==> config.mk <==
export PLATFORM = sky130hd
export DESIGN_NAME = pc_unit_flat
export DESIGN_NICKNAME = d
export VERILOG_FILES = /design/src/rtl/pc_pkg.sv /design/src/rtl/pc_if.sv /design/src/rtl/ras_stack.sv /design/src/rtl/pc_unit.sv /design/src/flat_wrapper.sv
export SDC_FILE = /design/constraint.sdc
export NUM_CORES = 1
export LEC_CHECK = 0
export CELL_PAD_IN_SITES_DETAIL_PLACEMENT = 1
export CELL_PAD_IN_SITES_GLOBAL_PLACEMENT = 1
export CORE_ASPECT_RATIO = 0.5
export CORE_MARGIN = 1.5
export CORE_UTILIZATION = 30
export DETAILED_ROUTE_END_ITERATION = 8
export PLACE_DENSITY = 0.66
export SLEW_MARGIN = 20
export SYNTH_ARGS = -nofsm -noshare
export SYNTH_HDL_FRONTEND = slang
export SYNTH_SLANG_ARGS = --single-unit
export TNS_END_PERCENT = 5
==> constraint.sdc <==
create_clock -name clk -period 3.55 [get_ports clk]
set_input_delay 0.355 -clock clk [delete_from_list [all_inputs] [get_ports clk]]
set_output_delay 0.355 -clock clk [all_outputs]
set_load 0.02 [all_outputs]
==> src/rtl/pc_pkg.sv <==
// Shared defaults and the redirect-select encoding for the fetch program counter.
package pc_pkg;

  localparam int unsigned XLEN_DEF       = 32;
  localparam logic [31:0] RESET_PC_DEF   = 32'h0000_0000;
  localparam logic [31:0] EXC_VECTOR_DEF = 32'h0000_0180;
  localparam int unsigned RAS_DEPTH_DEF  = 4;

  // Next-pc source, listed highest priority first.
  typedef enum logic [2:0] {
    SEL_EXC = 3'd0,
    SEL_JR  = 3'd1,
    SEL_JMP = 3'd2,
    SEL_BR  = 3'd3,
    SEL_SEQ = 3'd4
  } pc_sel_e;

endpackage

==> src/rtl/pc_if.sv <==
// Control/redirect inputs and fetch-address outputs of pc_unit.
// i_* are driven by decode/execute (master) into pc_unit (slave);
// o_* are the fetch address, handshake valid, error pulse and RAS status.
interface pc_if import pc_pkg::*; #(
  parameter int unsigned XLEN      = XLEN_DEF,
  parameter int unsigned RAS_DEPTH = RAS_DEPTH_DEF
);
  localparam int unsigned CW = $clog2(RAS_DEPTH + 1);

  logic            i_fetch_ready;
  logic            i_stall;
  logic            i_br_taken;
  logic [15:0]     i_br_offset;
  logic            i_jump;
  logic            i_jal;
  logic [25:0]     i_instr_index;
  logic            i_jr;
  logic [XLEN-1:0] i_jr_target;
  logic            i_exc;
  logic            o_pc_valid;
  logic [XLEN-1:0] o_pc;
  logic            o_addr_err;
  logic [XLEN-1:0] o_ras_top;
  logic            o_ras_empty;
  logic [CW-1:0]   o_ras_count;

  modport master (
    output i_fetch_ready, i_stall, i_br_taken, i_br_offset, i_jump, i_jal,
           i_instr_index, i_jr, i_jr_target, i_exc,
    input  o_pc_valid, o_pc, o_addr_err, o_ras_top, o_ras_empty, o_ras_count
  );

  modport slave (
    input  i_fetch_ready, i_stall, i_br_taken, i_br_offset, i_jump, i_jal,
           i_instr_index, i_jr, i_jr_target, i_exc,
    output o_pc_valid, o_pc, o_addr_err, o_ras_top, o_ras_empty, o_ras_count
  );

endinterface

==> src/rtl/ras_stack.sv <==
// Circular return-address stack with saturating occupancy count.
// Ports: i_clk, i_rst (async active-low), i_push/i_pop/i_clr strobes,
//        i_din push data, o_top newest entry (0 when empty), o_count live entries.
module ras_stack #(
  parameter int unsigned XLEN      = 32,
  parameter int unsigned RAS_DEPTH = 4
) (
  input  logic                             i_clk,
  input  logic                             i_rst,
  input  logic                             i_push,
  input  logic                             i_pop,
  input  logic                             i_clr,
  input  logic [XLEN-1:0]                  i_din,
  output logic [XLEN-1:0]                  o_top,
  output logic [$clog2(RAS_DEPTH+1)-1:0]   o_count
);

  localparam int unsigned CW = $clog2(RAS_DEPTH + 1);
  localparam int unsigned PW = $clog2(RAS_DEPTH);

  logic [XLEN-1:0] r_mem [RAS_DEPTH];
  logic [PW-1:0]   r_wptr;
  logic [CW-1:0]   r_count;
  logic [PW-1:0]   w_wptr_inc;
  logic [PW-1:0]   w_wptr_dec;

  // r_wptr is the next write slot; the newest entry sits one behind it.
  always_comb begin
    w_wptr_inc = (r_wptr == PW'(RAS_DEPTH - 1)) ? '0 : r_wptr + PW'(1);
    w_wptr_dec = (r_wptr == '0) ? PW'(RAS_DEPTH - 1) : r_wptr - PW'(1);
  end

  // Push on full overwrites the oldest slot, so the count just saturates.
  always_ff @(posedge i_clk or negedge i_rst) begin
    if (!i_rst) begin
      r_wptr  <= '0;
      r_count <= '0;
      for (int i = 0; i < int'(RAS_DEPTH); i++) r_mem[i] <= '0;
    end else if (i_clr) begin
      r_wptr  <= '0;
      r_count <= '0;
    end else if (i_push) begin
      r_mem[r_wptr] <= i_din;
      r_wptr        <= w_wptr_inc;
      if (r_count != CW'(RAS_DEPTH)) r_count <= r_count + CW'(1);
    end else if (i_pop && (r_count != '0)) begin
      r_wptr  <= w_wptr_dec;
      r_count <= r_count - CW'(1);
    end
  end

  assign o_top   = (r_count == '0) ? '0 : r_mem[w_wptr_dec];
  assign o_count = r_count;

endmodule

==> src/rtl/pc_unit.sv <==
// MIPS fetch-stage program counter: valid/ready fetch handshake, stall hold,
// exception redirect, prioritised JR / J / JAL / branch redirects and a RAS.
// Ports: clk, rst (async active-low), bus (pc_if.slave: redirect controls in,
//        pc / pc_valid / addr_err / RAS status out).
module pc_unit import pc_pkg::*; #(
  parameter int unsigned XLEN       = XLEN_DEF,
  parameter logic [31:0] RESET_PC   = RESET_PC_DEF,
  parameter logic [31:0] EXC_VECTOR = EXC_VECTOR_DEF,
  parameter int unsigned RAS_DEPTH  = RAS_DEPTH_DEF
) (
  input  logic clk,
  input  logic rst,
  pc_if.slave  bus
);

  localparam logic [XLEN-1:0] RESET_PC_X   = XLEN'(RESET_PC);
  localparam logic [XLEN-1:0] EXC_VECTOR_X = XLEN'(EXC_VECTOR);

  logic            r_pc_valid;
  logic [XLEN-1:0] r_pc;
  logic            r_addr_err;

  logic            w_adv;
  logic            w_load;
  pc_sel_e         w_sel;
  logic [XLEN-1:0] w_pc4;
  logic [XLEN-1:0] w_pc8;
  logic [XLEN-1:0] w_br_off;
  logic [XLEN-1:0] w_pc_nxt;
  logic            w_push;
  logic            w_pop;
  logic            w_clr;
  logic [XLEN-1:0] w_ras_top;

  // Exceptions bypass the handshake; everything else waits for an accepted fetch.
  assign w_adv  = r_pc_valid & bus.i_fetch_ready & ~bus.i_stall;
  assign w_load = r_pc_valid & (bus.i_exc | w_adv);

  assign w_pc4    = r_pc + XLEN'(4);
  assign w_pc8    = r_pc + XLEN'(8);
  assign w_br_off = {{(XLEN-18){bus.i_br_offset[15]}}, bus.i_br_offset, 2'b00};

  // Priority select and next-pc mux.
  always_comb begin
    w_sel    = SEL_SEQ;
    w_pc_nxt = w_pc4;
    if (bus.i_exc)                     w_sel = SEL_EXC;
    else if (bus.i_jr)                 w_sel = SEL_JR;
    else if (bus.i_jump || bus.i_jal)  w_sel = SEL_JMP;
    else if (bus.i_br_taken)           w_sel = SEL_BR;
    case (w_sel)
      SEL_EXC: w_pc_nxt = EXC_VECTOR_X;
      SEL_JR:  w_pc_nxt = {bus.i_jr_target[XLEN-1:2], 2'b00};
      SEL_JMP: w_pc_nxt = {w_pc4[XLEN-1:28], bus.i_instr_index, 2'b00};
      SEL_BR:  w_pc_nxt = w_pc4 + w_br_off;
      default: w_pc_nxt = w_pc4;
    endcase
  end

  // Push and pop are mutually exclusive by construction of w_sel.
  assign w_clr  = r_pc_valid & bus.i_exc;
  assign w_push = w_load & (w_sel == SEL_JMP) & bus.i_jal;
  assign w_pop  = w_load & (w_sel == SEL_JR);

  // pc_valid rises on the first edge after reset; pc moves only on w_load.
  always_ff @(posedge clk or negedge rst) begin
    if (!rst) begin
      r_pc       <= RESET_PC_X;
      r_pc_valid <= 1'b0;
      r_addr_err <= 1'b0;
    end else begin
      r_pc_valid <= 1'b1;
      r_addr_err <= w_pop & (|bus.i_jr_target[1:0]);
      if (w_load) r_pc <= w_pc_nxt;
    end
  end

  ras_stack #(
    .XLEN      (XLEN),
    .RAS_DEPTH (RAS_DEPTH)
  ) u_ras (
    .i_clk   (clk),
    .i_rst   (rst),
    .i_push  (w_push),
    .i_pop   (w_pop),
    .i_clr   (w_clr),
    .i_din   (w_pc8),
    .o_top   (w_ras_top),
    .o_count (bus.o_ras_count)
  );

  assign bus.o_pc        = r_pc;
  assign bus.o_pc_valid  = r_pc_valid;
  assign bus.o_addr_err  = r_addr_err;
  assign bus.o_ras_top   = w_ras_top;
  assign bus.o_ras_empty = (bus.o_ras_count == '0);

endmodule

==> src/flat_wrapper.sv <==
// flat-port wrapper written by rule: the top's interface ports become plain ports
module pc_unit_flat import pc_pkg::*;
#(
  parameter int unsigned XLEN       = XLEN_DEF,
  parameter logic [31:0] RESET_PC   = RESET_PC_DEF,
  parameter logic [31:0] EXC_VECTOR = EXC_VECTOR_DEF,
  parameter int unsigned RAS_DEPTH  = RAS_DEPTH_DEF
)
  (clk, rst, bus_i_fetch_ready, bus_i_stall, bus_i_br_taken, bus_i_br_offset, bus_i_jump, bus_i_jal, bus_i_instr_index, bus_i_jr, bus_i_jr_target, bus_i_exc, bus_o_pc_valid, bus_o_pc, bus_o_addr_err, bus_o_ras_top, bus_o_ras_empty, bus_o_ras_count);
  pc_if #(.XLEN(XLEN), .RAS_DEPTH(RAS_DEPTH)) bus_i ();
  input  logic clk;
  input  logic rst;
  input wire logic [$bits(bus_i.i_fetch_ready)-1:0] bus_i_fetch_ready;
  input wire logic [$bits(bus_i.i_stall)-1:0] bus_i_stall;
  input wire logic [$bits(bus_i.i_br_taken)-1:0] bus_i_br_taken;
  input wire logic [$bits(bus_i.i_br_offset)-1:0] bus_i_br_offset;
  input wire logic [$bits(bus_i.i_jump)-1:0] bus_i_jump;
  input wire logic [$bits(bus_i.i_jal)-1:0] bus_i_jal;
  input wire logic [$bits(bus_i.i_instr_index)-1:0] bus_i_instr_index;
  input wire logic [$bits(bus_i.i_jr)-1:0] bus_i_jr;
  input wire logic [$bits(bus_i.i_jr_target)-1:0] bus_i_jr_target;
  input wire logic [$bits(bus_i.i_exc)-1:0] bus_i_exc;
  output wire logic [$bits(bus_i.o_pc_valid)-1:0] bus_o_pc_valid;
  output wire logic [$bits(bus_i.o_pc)-1:0] bus_o_pc;
  output wire logic [$bits(bus_i.o_addr_err)-1:0] bus_o_addr_err;
  output wire logic [$bits(bus_i.o_ras_top)-1:0] bus_o_ras_top;
  output wire logic [$bits(bus_i.o_ras_empty)-1:0] bus_o_ras_empty;
  output wire logic [$bits(bus_i.o_ras_count)-1:0] bus_o_ras_count;
  assign bus_i.i_fetch_ready = bus_i_fetch_ready;
  assign bus_i.i_stall = bus_i_stall;
  assign bus_i.i_br_taken = bus_i_br_taken;
  assign bus_i.i_br_offset = bus_i_br_offset;
  assign bus_i.i_jump = bus_i_jump;
  assign bus_i.i_jal = bus_i_jal;
  assign bus_i.i_instr_index = bus_i_instr_index;
  assign bus_i.i_jr = bus_i_jr;
  assign bus_i.i_jr_target = bus_i_jr_target;
  assign bus_i.i_exc = bus_i_exc;
  assign bus_o_pc_valid = bus_i.o_pc_valid;
  assign bus_o_pc = bus_i.o_pc;
  assign bus_o_addr_err = bus_i.o_addr_err;
  assign bus_o_ras_top = bus_i.o_ras_top;
  assign bus_o_ras_empty = bus_i.o_ras_empty;
  assign bus_o_ras_count = bus_i.o_ras_count;
  pc_unit #(.XLEN(XLEN), .RESET_PC(RESET_PC), .EXC_VECTOR(EXC_VECTOR), .RAS_DEPTH(RAS_DEPTH)) u_core (.clk(clk), .rst(rst), .bus(bus_i));
endmodule
==> reports/qor.json <==
{
  "met3RoutedLength": {"value": 1.145, "unit": "mm"},
  "first_global_vias": {"value": 10410},
  "max_cap_viol_count": {"value": 0},
  "clk_pin_slew_worst_paths": {"value": 0.08, "unit": "ns"},
  "worst_path_max_delay_cell": {"value": "dfrtp_2"},
  "route.detailed.wl_per_inst": {"value": 21.85, "unit": "um"},
  "area_delta_synth_final": {"value": 43.90, "unit": "%"},
  "floorplan.rows": {"value": 47},
  "cts_inserted_buffers": {"value": 17},
  "final_cell_area": {"value": 14520, "unit": "um^2"},
  "synth_area": {"value": 10090, "unit": "um^2"},
  "routed-via-count": {"value": 9915},
  "r2r_slack": {"value": 0.01, "unit": "ns"},
  "hpwlAfterDp": {"value": 28.80, "unit": "mm"},
  "place.port_buffers": {"value": 148},
  "cp_launch_type": {"value": "flip-flop"},
  "tritoncts": {"value": "yes"},
  "pwr-share-seq": {"value": 33.9, "unit": "%"},
  "startpoint_of_the_worst_register_to_register_path": {"value": "u_core.bus.o_pc[3]$_DFFE_PN0P_"},
  "cellPowerDensity": {"value": 431.3, "unit": "nW/um^2"},
  "cts_root_buf": {"value": "clkbuf_16"},
  "hold_viol": {"value": 0},
  "status": {"value": "completed"},
  "p_leak": {"value": 5.981, "unit": "nW"},
  "synth_enable_flop_cells": {"value": 0},
  "synth_seq_cells": {"value": 157},
  "post-route-min-period": {"value": 3.535, "unit": "ns"},
  "syn_area_per_cell": {"value": 8.947, "unit": "um^2"},
  "grt_pass1_wl": {"value": 60.33, "unit": "mm"},
  "final.hold.worst_slack": {"value": 0.02310, "unit": "ns"},
  "final-max-slew-violation-count": {"value": 0},
  "fillers": {"value": 3713},
  "cp_data_required_time": {"value": 3.92, "unit": "ns"},
  "max_slew_margin": {"value": 42.07, "unit": "%"},
  "irDropWorstVdd": {"value": 0.2813, "unit": "mV"},
  "final_min_period_over_clock_period": {"value": 99.58, "unit": "%"},
  "viasPerCell": {"value": 5.433},
  "worstPathMaxFanout": {"value": 6},
  "die-height": {"value": 132.7, "unit": "um"},
  "critical-path-top-delay-family": {"value": "compound AO/OA/AOI/OAI gates"},
  "multi_input_comb_area": {"value": 6564, "unit": "um^2"},
  "route.final.wire_length": {"value": 39.87, "unit": "mm"},
  "path_buf_inv": {"value": 0},
  "grt_setup_unrepaired": {"value": "yes"},
  "setup_violations": {"value": 0},
  "layout.area.seq": {"value": 3931, "unit": "um^2"},
  "drt_pass1_iterations": {"value": 5},
  "drt-met1-wl": {"value": 18.52, "unit": "mm"},
  "share_of_total_power_in_combinational_logic": {"value": 34.6, "unit": "%"},
  "area_of_the_die": {"value": 34820, "unit": "um^2"},
  "clockBufferDepth": {"value": 2},
  "netlist_instances": {"value": 1128},
  "critical_path.max_stage_delay": {"value": 0.43, "unit": "ns"},
  "max_freq": {"value": 282.9, "unit": "MHz"},
  "route.detailed.drc": {"value": 0},
  "share_clk_of_total_power": {"value": 31.5, "unit": "%"},
  "critPathCaptureType": {"value": "flip-flop"},
  "nNetsFinal": {"value": 1492},
  "top_level_ports": {"value": 153},
  "synth_cell_types": {"value": 67},
  "switching_power": {"value": 0.002195, "unit": "W"},
  "antenna_violation_net_count_after_detailed_routing": {"value": 0},
  "met2RoutedLength": {"value": 19.09, "unit": "mm"},
  "cts.sink_count": {"value": 157},
  "pin_count_of_the_biggest_net_entering_global_routing": {"value": 89},
  "dpl_cell_area": {"value": 12870, "unit": "um^2"},
  "main_flop_type_after_synthesis": {"value": "dfrtp_1"},
  "coreArea": {"value": 33110, "unit": "um^2"},
  "worst_setup_path_startpoint": {"value": "u_core.bus.o_pc[3]$_DFFE_PN0P_"},
  "cp_cell_sequence": {"value": "ha_4 -> nand3_4 -> nor2_4 -> and4_4 -> xor2_4 -> ha_4 -> o211a_1 -> nor2b_1 -> a31o_1 -> o311ai_4 -> a2111oi_4 -> o31a_1 -> or3_1 -> a21oi_1"},
  "crit_type": {"value": "flip-flop to flip-flop"},
  "power.share.switching": {"value": 35.04, "unit": "%"},
  "worst_path_most_repeated_cell": {"value": "ha_4"},
  "postSynth.asyncResetShare": {"value": 100.0, "unit": "%"},
  "tightestPinTransition": {"value": 0.8689, "unit": "ns"},
  "start_util": {"value": 30.48, "unit": "%"},
  "hold_class": {"value": "input pin to asynchronous set/reset pin"},
  "ys_seq_area_share": {"value": 38.93, "unit": "%"},
  "first_iter_violations": {"value": 637},
  "h-tree-depth": {"value": 4},
  "antenna_found_initial": {"value": 2},
  "ys.warnings.count": {"value": 0},
  "finalClockSkew": {"value": 0.01857, "unit": "ns"},
  "grt_overflow_total": {"value": 0},
  "fraction_of_final_layout_cells_sized_beyond_drive_strength_1": {"value": 24.46, "unit": "%"},
  "top_signal_layer_used": {"value": "met4"},
  "chipWidth": {"value": 262.4, "unit": "um"},
  "critical_path_arrival": {"value": 3.90, "unit": "ns"},
  "insertion_delay": {"value": 0.43, "unit": "ns"},
  "grt_util_all_layers": {"value": 22.32, "unit": "%"},
  "p_int": {"value": 0.004069, "unit": "W"},
  "place_congestion": {"value": 0.8978}
}
## sequential cells by signal, indices dropped and copies added, names as in the netlist
register,cells
u_core.u_ras.r_mem,120
u_core.bus.o_pc,30
u_core.u_ras.o_count,3
u_core.u_ras.r_wptr,2
u_core.bus.o_addr_err,1
u_core.bus.o_pc_valid,1
## worst paths after layout
path / to / depth (start not counted)
worst max-delay path: u_core.bus.o_pc[26]$_DFFE_PN0P_ / 14
worst min-delay path: u_core.bus.o_addr_err$_DFF_PN0_ / 1
worst max register to register: u_core.bus.o_pc[26]$_DFFE_PN0P_ / 14
worst min register to register: u_core.u_ras.r_mem[19]$_DFFE_PN0P_ / 2
max in group asynchronous: u_core.u_ras.r_mem[119]$_DFFE_PN0P_ / 2
min in group clk: u_core.u_ras.r_mem[19]$_DFFE_PN0P_ / 2
## cells in the mapped netlist, types with 4 or more instances
library cell | n | area, um^2
nand4_1 | 17 | 106.4
dfrtp_1 | 157 | 3929
nand3_1 | 31 | 155.2
a222oi_1 | 7 | 70.07
inv_1 | 24 | 90.09
a31oi_1 | 9 | 56.30
nor3_1 | 17 | 85.08
clkbuf_1 | 62 | 232.7
a21oi_1 | 52 | 260.3
buf_1 | 5 | 18.77
buf_2 | 10 | 50.05
nand2_1 | 181 | 679.4
a21o_1 | 19 | 142.6
o21ai_0 | 165 | 825.8
a211oi_1 | 9 | 67.56
o31ai_1 | 4 | 30.03
xor2_1 | 33 | 289.0
xnor2_1 | 45 | 394.1
buf_4 | 5 | 37.54
nor2b_1 | 35 | 219.0
nor2_1 | 52 | 195.2
mux2_2 | 4 | 45.04
o22ai_1 | 6 | 37.54
mux4_2 | 30 | 675.7
o21a_1 | 5 | 37.54
ha_1 | 37 | 462.9
or2_2 | 4 | 25.02
a221oi_1 | 13 | 113.9
nor4_1 | 4 | 25.02
a22o_1 | 5 | 43.79
o211ai_1 | 5 | 37.54
a22oi_1 | 9 | 67.56
and3_1 | 12 | 75.07
## power groups by stage
stage | combinational (W) | clock [W] | sequential, W
after floorplan | 0.000943 | 0 | 0.00216
after global placement | 0.00182 | 0 | 0.00213
after detailed placement | 0.00187 | 0 | 0.00215
after CTS | 0.00195 | 0.00200 | 0.00211
after global routing | 0.00231 | 0.00207 | 0.00214
final | 0.00217 | 0.00197 | 0.00212
## stage by stage
stage / worst slack [ns] / cells / utilization [%] / setup TNS [ns] / total power, W
after CTS: -0.05372 / 1802 / 41.57 / -0.1375 / 0.006067
after floorplan: -0.03152 / 1131 / - / -0.05920 / 0.003107
final: 0.01476 / 1825 / 43.86 / 0 / 0.006264
after detailed placement: -0.3276 / 1766 / 38.88 / -1.953 / 0.004016
after global routing: -0.1197 / 1825 / 43.86 / -0.9536 / 0.006526
after global placement: -0.1668 / 1766 / 38.88 / -0.7757 / 0.003945
## layer usage
layer,track usage [%],up-vias
met4,7.784,0
met1,30.34,5121
met5,0,-
met2,37.09,220
met3,2.513,54
li1,-,4520
## layout by cell type (no fill, tap or decap), types with 6 or more instances in the layout
cell / n
nor2b_1: 33
buf_6: 7
o21ai_1: 6
nand3_1: 23
buf_4: 144
nand4_1: 17
xnor2_1: 30
a21o_1: 19
a22oi_1: 9
nand3_4: 6
xor2_1: 26
nor2_4: 6
clkdlybuf4s50_1: 147
nand2_1: 178
clkbuf_16: 17
a222oi_1: 7
a21oi_2: 11
buf_12: 6
o22ai_1: 6
and3_4: 6
nor2_1: 43
and3_1: 6
mux4_2: 30
ha_1: 23
nor3_1: 13
ha_4: 14
o21ai_0: 155
a221oi_1: 11
dfrtp_1: 155
inv_1: 23
a21oi_1: 38
xnor2_2: 10
a211oi_1: 7
## kinds of logic (layout without fill, tap and decap cells)
group                    count (synthesis)  count (layout)  synth area share [%]
AND/OR/NAND/NOR                        371             371                 17.00
AO/OA/AOI/OAI                          335             335                 20.42
flip-flops                             157             157                 38.93
buffers and inverters                  109             360                 4.389
XOR/XNOR                                78              78                 6.769
adder cells (fa/ha/maj)                 39              39                 4.984
multiplexers                            37              37                 7.439
other                                    2               7               0.07441
## area by class of cell
class                   instances  area share [%]
multi-input cells             865           45.20
clock buffers                  17           2.929
clock inverters                14           1.361
inverters                      25          0.6634
well taps                     441           3.799
repair buffers                304           18.95
flip-flops and latches        157           27.07
diodes                          2         0.03446
## what timing repair did
action                     CTS  global route
setup endpoints to repair   12            16
hold buffers                 0             0
buffers inserted             5            23
gates resized for setup     42           103
pin swaps                   10            58
cloned                       0             0
hold endpoints to repair     0             0
Power figures use the tool's default switching activity.
